<file path="config.mk">
export PLATFORM = sky130hd
export DESIGN_NAME = adc_sample_packer_flat
export DESIGN_NICKNAME = d
export VERILOG_FILES = /design/src/rtl/adc_sample_packer_if.sv /design/src/rtl/adc_sample_packer.sv /design/src/flat_wrapper.sv
export SDC_FILE = /design/constraint.sdc
export NUM_CORES = 1
export LEC_CHECK = 0
export BUFFER_PORTS_ARGS = -buffer_cell sky130_fd_sc_hd__buf_2
export CAP_MARGIN = 20
export CELL_PAD_IN_SITES_DETAIL_PLACEMENT = 0
export CELL_PAD_IN_SITES_GLOBAL_PLACEMENT = 1
export CORE_ASPECT_RATIO = 0.6
export CORE_MARGIN = 5
export CORE_UTILIZATION = 53
export CTS_CLUSTER_DIAMETER = 60
export DETAILED_ROUTE_END_ITERATION = 7
export PLACE_DENSITY = 0.89
export SYNTH_ARGS = -nofsm -noshare
export SYNTH_HDL_FRONTEND = slang
export SYNTH_SLANG_ARGS = --single-unit
</file>
<file path="constraint.sdc">
create_clock -name clk_out1 -period 5.13 [get_ports clk_out1]
set_input_delay 0.2565 -clock clk_out1 [delete_from_list [all_inputs] [get_ports clk_out1]]
set_output_delay 0.2565 -clock clk_out1 [all_outputs]
set_load 0.05 [all_outputs]
</file>
<file path="src/rtl/adc_sample_packer_if.sv">
// Byte stream from the sample packer toward the host link bridge.
// Valid/ready: a byte moves on a clk_out1 rising edge with ByteValid & ByteReady; while ByteValid & ~ByteReady the source holds ByteData and ByteValid.
interface adc_sample_packer_if;
   logic [7:0] ByteData;
   logic       ByteValid;
   logic       ByteReady;

   modport master (output ByteData, output ByteValid, input ByteReady);
   modport slave  (input ByteData, input ByteValid, output ByteReady);
endinterface

</file>
<file path="src/rtl/adc_sample_packer.sv">
// Captures the two serial ADC lanes per transfer window, queues {row, lane, data} entries
// and streams each entry as two framed bytes over a valid/ready link.
module adc_sample_packer #(
   parameter int BITS       = 10,
   parameter int SKIP       = 1,
   parameter int DEPTH_LOG2 = 4
) (
   input  logic                  clk_out1,
   input  logic                  Rst_n,
   input  logic                  BitClk,
   input  logic                  TrnsfrEn,
   input  logic                  SdIn0,
   input  logic                  SdIn1,
   input  logic [2:0]            RowSel,
   adc_sample_packer_if.master   byte_if,
   output logic                  Overflow,
   output logic                  ShortErr,
   output logic [7:0]            DropCnt,
   input  logic                  ClrErr,
   output logic [DEPTH_LOG2:0]   Level,
   output logic [1:0]            fsm_state
);

   localparam int SKW = (SKIP < 1) ? 1 : $clog2(SKIP + 1);
   localparam int PW  = DEPTH_LOG2;
   localparam int LW  = DEPTH_LOG2 + 1;
   localparam logic [3:0]     BITS_L  = 4'(BITS);
   localparam logic [SKW-1:0] SKIP_L  = SKW'(SKIP);
   localparam logic [LW-1:0]  DEPTH_L = LW'(2 ** DEPTH_LOG2);

   typedef enum logic [1:0] {IDLE = 2'd0, B0 = 2'd1, B1 = 2'd2} out_state_t;

   logic           bitclk_d, trnsfr_d;
   logic [2:0]     row_q;
   logic [9:0]     sh0, sh1;
   logic [3:0]     bitcnt;
   logic [SKW-1:0] skip_cnt;
   logic           push_pend;
   logic           qedge, win_start, short_evt;

   logic [13:0]    mem [2 ** DEPTH_LOG2];
   logic [PW-1:0]  wptr, rptr;
   logic [13:0]    entry0, entry1, head, next_head;
   logic           pop, wr0, wr1;
   logic [1:0]     ndrop;
   logic [LW-1:0]  free_slots, level_next;
   logic [8:0]     drop_sum;
   out_state_t     state;

   function automatic logic [7:0] first_byte(input logic [13:0] e);
      return {1'b1, e[10], e[13:11], e[9:7]};
   endfunction

   assign qedge     = BitClk & ~bitclk_d & TrnsfrEn;
   assign win_start = TrnsfrEn & ~trnsfr_d;
   // A window that closes mid-sample, or before the pipeline latency elapsed, is reported.
   assign short_evt = ~TrnsfrEn & trnsfr_d &
                      (((bitcnt != 4'd0) && (bitcnt < BITS_L)) || (skip_cnt != '0));

   always_ff @(posedge clk_out1 or negedge Rst_n) begin
      if (!Rst_n) begin
         bitclk_d  <= 1'b0;
         trnsfr_d  <= 1'b0;
         row_q     <= 3'd0;
         sh0       <= 10'd0;
         sh1       <= 10'd0;
         bitcnt    <= 4'd0;
         skip_cnt  <= '0;
         push_pend <= 1'b0;
      end else begin
         bitclk_d  <= BitClk;
         trnsfr_d  <= TrnsfrEn;
         push_pend <= 1'b0;
         if (win_start) begin
            row_q    <= RowSel;
            bitcnt   <= 4'd0;
            sh0      <= 10'd0;
            sh1      <= 10'd0;
            skip_cnt <= SKIP_L;
         end else if (qedge) begin
            if (skip_cnt != '0) begin
               skip_cnt <= skip_cnt - 1'b1;
            end else if (bitcnt < BITS_L) begin
               sh0       <= {sh0[8:0], SdIn0};
               sh1       <= {sh1[8:0], SdIn1};
               bitcnt    <= bitcnt + 4'd1;
               push_pend <= (bitcnt == BITS_L - 4'd1);
            end
         end
      end
   end

   assign entry0    = {row_q, 1'b0, sh0};
   assign entry1    = {row_q, 1'b1, sh1};
   assign head      = mem[rptr];
   assign next_head = mem[rptr + 1'b1];
   assign pop       = (state == B1) & byte_if.ByteReady;

   // Free space counts the slot released by a same-cycle pop; lane 1 is dropped first.
   always_comb begin
      free_slots = DEPTH_L - Level + LW'(pop);
      wr0        = push_pend && (free_slots != '0);
      wr1        = push_pend && (free_slots >= LW'(2));
      ndrop      = 2'(push_pend & ~wr0) + 2'(push_pend & ~wr1);
      level_next = Level - LW'(pop) + LW'(wr0) + LW'(wr1);
      drop_sum   = {1'b0, (ClrErr ? 8'd0 : DropCnt)} + 9'(ndrop);
   end

   always_ff @(posedge clk_out1) begin
      if (wr0) mem[wptr] <= entry0;
      if (wr1) mem[wptr + 1'b1] <= entry1;
   end

   always_ff @(posedge clk_out1 or negedge Rst_n) begin
      if (!Rst_n) begin
         wptr              <= '0;
         rptr              <= '0;
         Level             <= '0;
         state             <= IDLE;
         byte_if.ByteData  <= 8'd0;
         byte_if.ByteValid <= 1'b0;
         Overflow          <= 1'b0;
         ShortErr          <= 1'b0;
         DropCnt           <= 8'd0;
      end else begin
         wptr  <= wptr + PW'(wr0) + PW'(wr1);
         rptr  <= rptr + PW'(pop);
         Level <= level_next;

         case (state)
            IDLE: if (Level != '0) begin
               byte_if.ByteData  <= first_byte(head);
               byte_if.ByteValid <= 1'b1;
               state             <= B0;
            end
            B0: if (byte_if.ByteReady) begin
               byte_if.ByteData <= {1'b0, head[6:0]};
               state            <= B1;
            end
            B1: if (byte_if.ByteReady) begin
               // Only entries already in memory can follow back-to-back.
               if (Level > LW'(1)) begin
                  byte_if.ByteData <= first_byte(next_head);
                  state            <= B0;
               end else begin
                  byte_if.ByteValid <= 1'b0;
                  state             <= IDLE;
               end
            end
            default: state <= IDLE;
         endcase

         if (ndrop != 2'd0) begin
            Overflow <= 1'b1;
            DropCnt  <= drop_sum[8] ? 8'hFF : drop_sum[7:0];
         end else if (ClrErr) begin
            Overflow <= 1'b0;
            DropCnt  <= 8'd0;
         end

         if (short_evt)   ShortErr <= 1'b1;
         else if (ClrErr) ShortErr <= 1'b0;
      end
   end

   assign fsm_state = state;

endmodule
</file>
<file path="src/flat_wrapper.sv">
// flat-port wrapper written by rule: the top's interface ports become plain ports
module adc_sample_packer_flat 
#(
   parameter int BITS       = 10,
   parameter int SKIP       = 1,
   parameter int DEPTH_LOG2 = 4
)
  (clk_out1, Rst_n, BitClk, TrnsfrEn, SdIn0, SdIn1, RowSel, Overflow, ShortErr, DropCnt, ClrErr, Level, fsm_state, byte_if_ByteData, byte_if_ByteValid, byte_if_ByteReady);
  adc_sample_packer_if byte_if_i ();
  input  logic clk_out1;
  input  logic Rst_n;
  input  logic BitClk;
  input  logic TrnsfrEn;
  input  logic SdIn0;
  input  logic SdIn1;
  input  logic [2:0] RowSel;
  output logic Overflow;
  output logic ShortErr;
  output logic [7:0] DropCnt;
  input  logic ClrErr;
  output logic [DEPTH_LOG2:0] Level;
  output logic [1:0] fsm_state;
  output wire logic [$bits(byte_if_i.ByteData)-1:0] byte_if_ByteData;
  output wire logic [$bits(byte_if_i.ByteValid)-1:0] byte_if_ByteValid;
  input wire logic [$bits(byte_if_i.ByteReady)-1:0] byte_if_ByteReady;
  assign byte_if_ByteData = byte_if_i.ByteData;
  assign byte_if_ByteValid = byte_if_i.ByteValid;
  assign byte_if_i.ByteReady = byte_if_ByteReady;
  adc_sample_packer #(.BITS(BITS), .SKIP(SKIP), .DEPTH_LOG2(DEPTH_LOG2)) u_core (.clk_out1(clk_out1), .Rst_n(Rst_n), .BitClk(BitClk), .TrnsfrEn(TrnsfrEn), .SdIn0(SdIn0), .SdIn1(SdIn1), .RowSel(RowSel), .byte_if(byte_if_i), .Overflow(Overflow), .ShortErr(ShortErr), .DropCnt(DropCnt), .ClrErr(ClrErr), .Level(Level), .fsm_state(fsm_state));
endmodule
</file>
==> qor.csv, run 1 <==
stage,metric,value,unit
drt,met3_length,8040,um
outcome,status,"complete, no violations",
power_and_ir_drop,internal-power,4.95,mW
timing,max_slew.worst_pin.slew,1230,ps
timing,slew_headroom,16.7,%
synthesis,synth.area.mux_share,12.5,%
clocking,tritoncts,built,
clocking,htreeDepth,1,
synthesis,synth_common_cells,"208 x edfxtp_1, 161 x a22o_1, 90 x nand2_1, 65 x dfrtp_1, 62 x mux4_2",
critical_path,path_max_fanout,7,
min_path,hp-class,primary input to flop,
floorplanning,start_util,53.7,%
critical_path,path_depth,20,
cells_and_area,area_growth,9.69,%
synthesis,synthesis.nets,1237,
placement,place_congestion,0.924,
synthesis,synth.avg_cell_area,12.9,um^2
critical_path,crit_slowest_cell,dfrtp_1,
timing,clock_skew,13.1,ps
cells_and_area,diodes,0,
flow_run,max-cap-violations,0,
clocking,insertion_delay,570,ps
floorplanning,die_h,142,um
synthesis,synth-xor-area-share,1.13,%
drt,drcViolationCount,0,
critical_path,path_delay_family,simple AND/OR/NAND/NOR gates,
critical_path,start_kind,flop,
floorplanning,ios,37,
drt,ant_nets,0,
global_routing,grt_max_degree,66,
drt,dr.pass1.iters,5,
placement,dpl_worst_slack,791,ps
power_and_ir_drop,p_clk_share,28.9,%
timing,tns,0,ps
power_and_ir_drop,power_frac_comb,35.7,%
synthesis,netlist_area,15400,um^2
critical_path,ff2ff_path_depth,20,
cells_and_area,fin_nets,1222,
synthesis,synth_area_leaders,"edfxtp_1 40%, dfrtp_1 11%, a22o_1 9.1%, mux4_2 9.1%, mux2i_1 2.7%",
synthesis,synthAdderAreaFrac,2.71,%
power_and_ir_drop,powerDensity,462,nW/um^2
power_and_ir_drop,seqPwrFrac,35.5,%
critical_path,worst_path_largest_cell_delay,460,ps
timing,timing.final.crit_share,84.8,%
drt,wl_met1,18300,um
synthesis,synth_top_family_by_area,compound AO/OA/AOI/OAI gates,
global_routing,grt_pass1_vias,10400,
synthesis,yosys.area_share.simple,8.27,%
placement,portBuffers,36,
power_and_ir_drop,switchingPower,2.87,mW
floorplanning,fp-row-count,48,
synthesis,synth-compound-area-share,17.7,%
clocking,numClockSinks,289,
clocking,clock-root-buffer,clkbuf_16,
global_routing,grt_usage,27.9,%
global_routing,grt-ovfl-total,0,
floorplanning,dieArea,32700,um^2
timing,report.final.hold_viol_count,0,
timing,setup_ws,780,ps
synthesis,synthCells,1195,
power_and_ir_drop,power_leakage,5.78,nW
critical_path,worstPathArrival,4840,ps
critical_path,rrSetupSlack,780,ps
synthesis,synth_cell_type_count,66,
drt,via_per_inst,6.94,
global_routing,antenna_found_initial,1,
synthesis,yosysTopAreaCellShare,40.5,%
drt,highest_layer,met5,
critical_path,worstSetupPathType,flop to flop,
synthesis,synth_area_leader_cell,edfxtp_1,
power_and_ir_drop,vdd_ir_drop_max,270,uV
drt,drt_iter0_drc,1517,
critical_path,crit_top_cell,ha_1,
min_path,hold_depth,2,
drt,drt-total-wl,45700,um
floorplanning,core_area,28700,um^2
critical_path,path_cells,inv_1 > ha_1 > nand2_1 > ha_1 > inv_1 > ha_1 > nor3b_1 > a31oi_4 > nor3_2 > nand2_1 > inv_1 > nand2_1 > ha_1 > ha_1 > inv_1 > fa_1 > nor2_1 > and3_1 > nand4b_1 > o211ai_1,
floorplanning,die_x,230,um
clocking,clkTransAtPathRegs,60,ps
synthesis,synth_edf_count,208,
timing,fmax,230,MHz
placement,hpwlAfterDp,31000,um
timing,setup_viol,0,
power_and_ir_drop,swShare,36.7,%
critical_path,cp_data_required_time,5620,ps
synthesis,ys_seq_area_share,53.1,%
critical_path,crit_buf_inv,4,
synthesis,synth.most_common_cell,edfxtp_1,
cells_and_area,drive_above_1_share,20.9,%
clocking,numCtsBuffers,29,
timing,drv_slew,0,
clocking,cts_setup_buffers,0,
synthesis,ys.flop_type,edfxtp_1,
drt,dr_wl_met2,18200,um
critical_path,worst_setup_path_end_kind,flop,
clocking,clockBufferDepth,3,
synthesis,ys_ff_latch,289,
timing,period_needed,4350,ps
synthesis,synthArstFlopShare,22.5,%
timing,rsz0062_at_grt,false,
drt,vias,10900,
global_routing,grt_pass1_wl,68100,um
synthesis,ys_warn_count,0,
drt,wl_per_cell,29.0,um
[layout make-up]
type	instances	area, um^2
clock buffer	38	790
clock inverter	15	201
fill	2279	11800
inverter	44	165
multi-input combinational	734	6550
sequential	289	8200
tap	375	469
timing repair buffer	82	552
[cells by family (layout without fill, tap and decap cells)]
group                    after synthesis  in the layout
flip-flops                           289            289
AO/OA/AOI/OAI                        336            336
multiplexers                         114            114
XOR/XNOR                              19             19
adder cells (fa/ha/maj)               31             31
AND/OR/NAND/NOR                      234            234
buffers and inverters                172            179
[metal layers]
layer  GRT usage, %  up-vias
met5           2.98        -
met4           5.97        4
met3           14.2       82
met2           37.0      824
met1           40.8     5453
li1               -     4579
[power by group through the flow]
stage	sequential, mW	combinational [mW]	clock (mW)
6_report	2.77	2.79	2.26
5_1_grt	2.79	2.96	2.36
4_1_cts	2.77	2.75	2.27
3_5_place_dp	2.82	2.74	0
3_3_place_gp	2.81	2.70	0
2_1_floorplan	2.91	1.88	0
[worst paths after layout]
| check | endpoint | startpoint |
|---|---|---|
| worst max-delay path | u_core.DropCnt[1] | u_core.fsm_state[0] |
| worst min-delay path | u_core.DropCnt[7] | ClrErr |
| worst max register to register | u_core.DropCnt[1] | u_core.fsm_state[0] |
| worst min register to register | u_core.byte_if.ByteData[7] | u_core.byte_if.ByteData[7] |
| max in group asynchronous | u_core.rptr[0] | Rst_n |
| min in group asynchronous | u_core.trnsfr_d | Rst_n |
[sequential cells by signal, summed over array words and instances, names as in the netlist, 2 cells and up]
signal and count:
u_core.row_q 3, u_core.bitcnt 4, u_core.Level 5, u_core.rptr 4, u_core.fsm_state 2, u_core.byte_if.ByteData 8
u_core.sh1 10, u_core.sh0 10, u_core.mem 224, u_core.wptr 4, u_core.DropCnt 8
[placed cells by master, fill, tap and decap left out, drive strengths merged, types with 27 or more instances in the layout]
master / instances
inv: 44
a21oi: 28
mux2i: 42
buf: 74
o21a: 49
edfxtp: 208
ha: 27
nand2: 90
mux4: 62
nor3: 29
a22o: 161
clkbuf: 38
dfrtp: 65
[repair_timing]
action                                 4_1_cts  5_1_grt
endpoints found under the hold margin       74        0
hold buffers                                 8        0
gates resized for setup                      0        0
[through the flow]
stage               area, um^2  instances  hold slack (ps)  util (%)  power [mW]
floorplan                15400       1195            -39.1         -        4.79
global placement         15800       1515              390      55.2        5.51
detailed placement       15800       1515              402      55.2        5.55
CTS                      16900       1576             15.3      58.9        7.78
global route             16900       1577             55.6      58.9        8.10
finish                   16900       1577             27.9      58.9        7.82
Note: power is estimated with default switching activity, not from simulation.
==> inputs of run 2 (changes only) <==
--- a/config.mk
+++ b/config.mk
@@ -11,10 +11,10 @@
 export CELL_PAD_IN_SITES_GLOBAL_PLACEMENT = 1
 export CORE_ASPECT_RATIO = 0.6
 export CORE_MARGIN = 5
-export CORE_UTILIZATION = 53
+export CORE_UTILIZATION = 48
 export CTS_CLUSTER_DIAMETER = 60
 export DETAILED_ROUTE_END_ITERATION = 7
-export PLACE_DENSITY = 0.89
+export PLACE_DENSITY = 0.85
 export SYNTH_ARGS = -nofsm -noshare
 export SYNTH_HDL_FRONTEND = slang
 export SYNTH_SLANG_ARGS = --single-unit
==> constraint.sdc (replaced) <==
create_clock -name clk_out1 -period 3.55 [get_ports clk_out1]
set_input_delay 0.1775 -clock clk_out1 [delete_from_list [all_inputs] [get_ports clk_out1]]
set_output_delay 0.1775 -clock clk_out1 [all_outputs]
set_load 0.05 [all_outputs]
==> qor.csv, run 2 (synthesis gave the netlist of run 1 again) <==
stage,metric,value,unit,change
outcome,status,"complete, no violations",,
clocking,numClockSinks,289,,unchanged
critical_path,worst_path_largest_cell_delay,850,ps,+390 ps
placement,place_congestion,0.897,,-2.9%
cells_and_area,diodes,0,,unchanged
critical_path,worst_setup_path_end_kind,flop,,
timing,report.final.hold_viol_count,0,,unchanged
global_routing,grtUsageMet1,39.7,%,-1.2 points
global_routing,grt_max_degree,88,,+33%
flow_run,max-cap-violations,0,,unchanged
drt,drt_iter0_drc,1757,,+16%
critical_path,worstPathArrival,3600,ps,-1240 ps
global_routing,antenna_found_initial,2,,+1
global_routing,grt-ovfl-total,0,,unchanged
critical_path,path_max_fanout,15,,+8
timing,slew_headroom,25.2,%,+8.5 points
cells_and_area,fin_area,17200,um^2,+1.5%
power_and_ir_drop,total_power,11.4,mW,+46%
clocking,numCtsBuffers,27,,-6.9%
drt,dr.pass1.iters,5,,unchanged
critical_path,crit_slowest_cell,nor3_2,,
clocking,clock-root-buffer,clkbuf_16,,
timing,rsz0062_at_grt,false,,
cells_and_area,layout_common_cells,"208 x edfxtp_1, 161 x a22o_1, 87 x nand2_1",,
timing,period_needed,3370,ps,-984 ps
floorplanning,fp-row-count,50,,+4.2%
power_and_ir_drop,switchingPower,4.28,mW,+49%
placement,portBuffers,36,,unchanged
critical_path,start_kind,flop,,
placement,dpl_cell_area,16100,um^2,+1.8%
power_and_ir_drop,internal-power,7.13,mW,+44%
clocking,clkTransAtPathRegs,70,ps,about the same
timing,clock_skew,11.5,ps,-1.64 ps
power_and_ir_drop,vdd_ir_drop_max,443,uV,+64%
floorplanning,die_x,241,um,+4.9%
drt,drt-total-wl,47000,um,+3.0%
power_and_ir_drop,power_leakage,5.87,nW,+1.6%
floorplanning,ios,37,,unchanged
floorplanning,start_util,49.1,%,-4.6 points
power_and_ir_drop,power_frac_comb,37.7,%,+2.0 points
power_and_ir_drop,seqPwrFrac,35.1,%,-0.4 points
critical_path,path_cells,inv_2 > ha_4 > nand2_4 > ha_4 > inv_2 > ha_4 > nor3b_4 > a31oi_4 > nor3_4 > buf_4 > buf_12 > nor3_2 > or2_2,,
drt,ant_nets,0,,unchanged
critical_path,path_delay_family,simple AND/OR/NAND/NOR gates,,
power_and_ir_drop,p_clk_share,27.2,%,-1.7 points
cells_and_area,top_register,u_core.mem,,
clocking,insertion_delay,570,ps,about the same
cells_and_area,mostFrequentLayoutCell,edfxtp_1,,
floorplanning,dieArea,35900,um^2,+9.8%
drt,drcViolationCount,0,,unchanged
cells_and_area,reg_top3,"u_core.mem x224, u_core.sh0 x10, u_core.sh1 x10",,
drt,via_per_inst,6.76,,-2.6%
critical_path,crit_top_cell,ha_4,,
placement,hpwlAfterDp,30800,um,-0.54%
floorplanning,die_h,149,um,+4.7%
min_path,hp-class,primary input to flop,,
global_routing,grt_usage,26.0,%,-1.8 points
clocking,clockBufferDepth,3,,unchanged
cells_and_area,fin_nets,1237,,+1.2%
critical_path,worstSetupPathType,flop to flop,,
power_and_ir_drop,swShare,37.5,%,+0.75 points
floorplanning,core_area,31400,um^2,+9.4%
global_routing,met3_usage,10.7,%,-3.5 points
critical_path,cp_data_required_time,3780,ps,-1840 ps
timing,max_slew.worst_pin.slew,1120,ps,-118 ps
drt,vias,11000,,+0.79%
timing,setup_viol,0,,unchanged
global_routing,busiest_layer,met1,,
timing,fmax,297,MHz,+29%
cells_and_area,drive_above_1_share,23.8,%,+3.0 points
cells_and_area,largest_reg_flops,224,,unchanged
drt,wl_per_cell,28.8,um,-0.51%
global_routing,grt_pass1_vias,10500,,+1.2%
clocking,tritoncts,built,,
power_and_ir_drop,powerDensity,665,nW/um^2,+44%
timing,drv_slew,0,,unchanged
global_routing,grt_use_met2,35.0,%,-2.0 points
cells_and_area,area_growth,11.3,%,
global_routing,grt_pass1_wl,69700,um,+2.3%
clocking,htreeDepth,1,,unchanged
timing,timing.final.crit_share,94.8,%,+10 points
critical_path,crit_buf_inv,4,,unchanged
[run 2: final cells by class]
| cell class | count | area (um^2) |
|---|---|---|
| clock inverter | 14 | 150 |
| clock buffer | 36 | 771 |
| timing repair buffer | 99 | 703 |
| sequential | 289 | 8200 |
| fill | 2589 | 14200 |
| tap | 416 | 520 |
| multi-input combinational | 734 | 6660 |
| inverter | 44 | 165 |
[run 2: worst paths after layout]
check | from | to | slack (ps) | cells after the start
max | u_core.fsm_state[0] | u_core.mem[13][9] | 180 | 13
max reg2reg | u_core.fsm_state[0] | u_core.mem[13][9] | 180 | 13
max in group asynchronous | Rst_n | u_core.bitcnt[1] | 2560 | 3
min in group asynchronous | Rst_n | u_core.byte_if.ByteData[0] | 120 | 2
min | byte_if_ByteReady | u_core.byte_if.ByteValid | 50 | 4
min reg2reg | u_core.mem[9][10] | u_core.mem[9][10] | 480 | 2
[run 2: worst reg2reg max path: stages (launching register included)]
cell,delay (ps)
dfrtp_2,410
inv_2,80
ha_4,150
nand2_4,50
ha_4,150
inv_2,50
ha_4,150
nor3b_4,50
a31oi_4,200
nor3_4,80
buf_4,150
buf_12,150
nor3_2,860
or2_2,500
[run 2: metal layers]
metal	routed length (um)	up-vias	part of all wire [%]
li1	-	4625	-
met2	18900	826	40
met1	19700	5474	42
met4	1060	4	2.3
met5	27	-	0.057
met3	7370	99	16
[run 2: metrics by stage]
| stage | utilization (%) | setup slack [ps] | instances | TNS (ps) | hold WS [ps] |
|---|---|---|---|---|---|
| floorplan | - | -179 | 1195 | -1140 | -118 |
| global placement | 51.4 | 139 | 1569 | 0 | 183 |
| detailed placement | 51.4 | 35.3 | 1569 | 0 | 193 |
| CTS | 54.6 | 21.4 | 1628 | 0 | 43.0 |
| global route | 54.7 | 2.24 | 1632 | 0 | 82.0 |
| finish | 54.7 | 184 | 1632 | 0 | 47.5 |
[run 2: power by group through the flow]
stage / logic (mW) / clock network [mW] / registers (mW)
4_1_cts: 4.21 / 3.12 / 4.00
5_1_grt: 4.54 / 3.26 / 4.02
2_1_floorplan: 2.81 / 0 / 4.22
3_5_place_dp: 4.18 / 0 / 4.07
6_report: 4.31 / 3.10 / 4.01
3_3_place_gp: 4.14 / 0 / 4.06
[run 2: what timing repair did]
| item | in CTS | in global routing |
|---|---|---|
| endpoints found under the setup margin | 0 | 7 |
| resized for setup | 0 | 2 |
| hold endpoints to repair | 45 | 0 |
| hold buffers | 9 | 0 |
| buffers inserted | 0 | 4 |
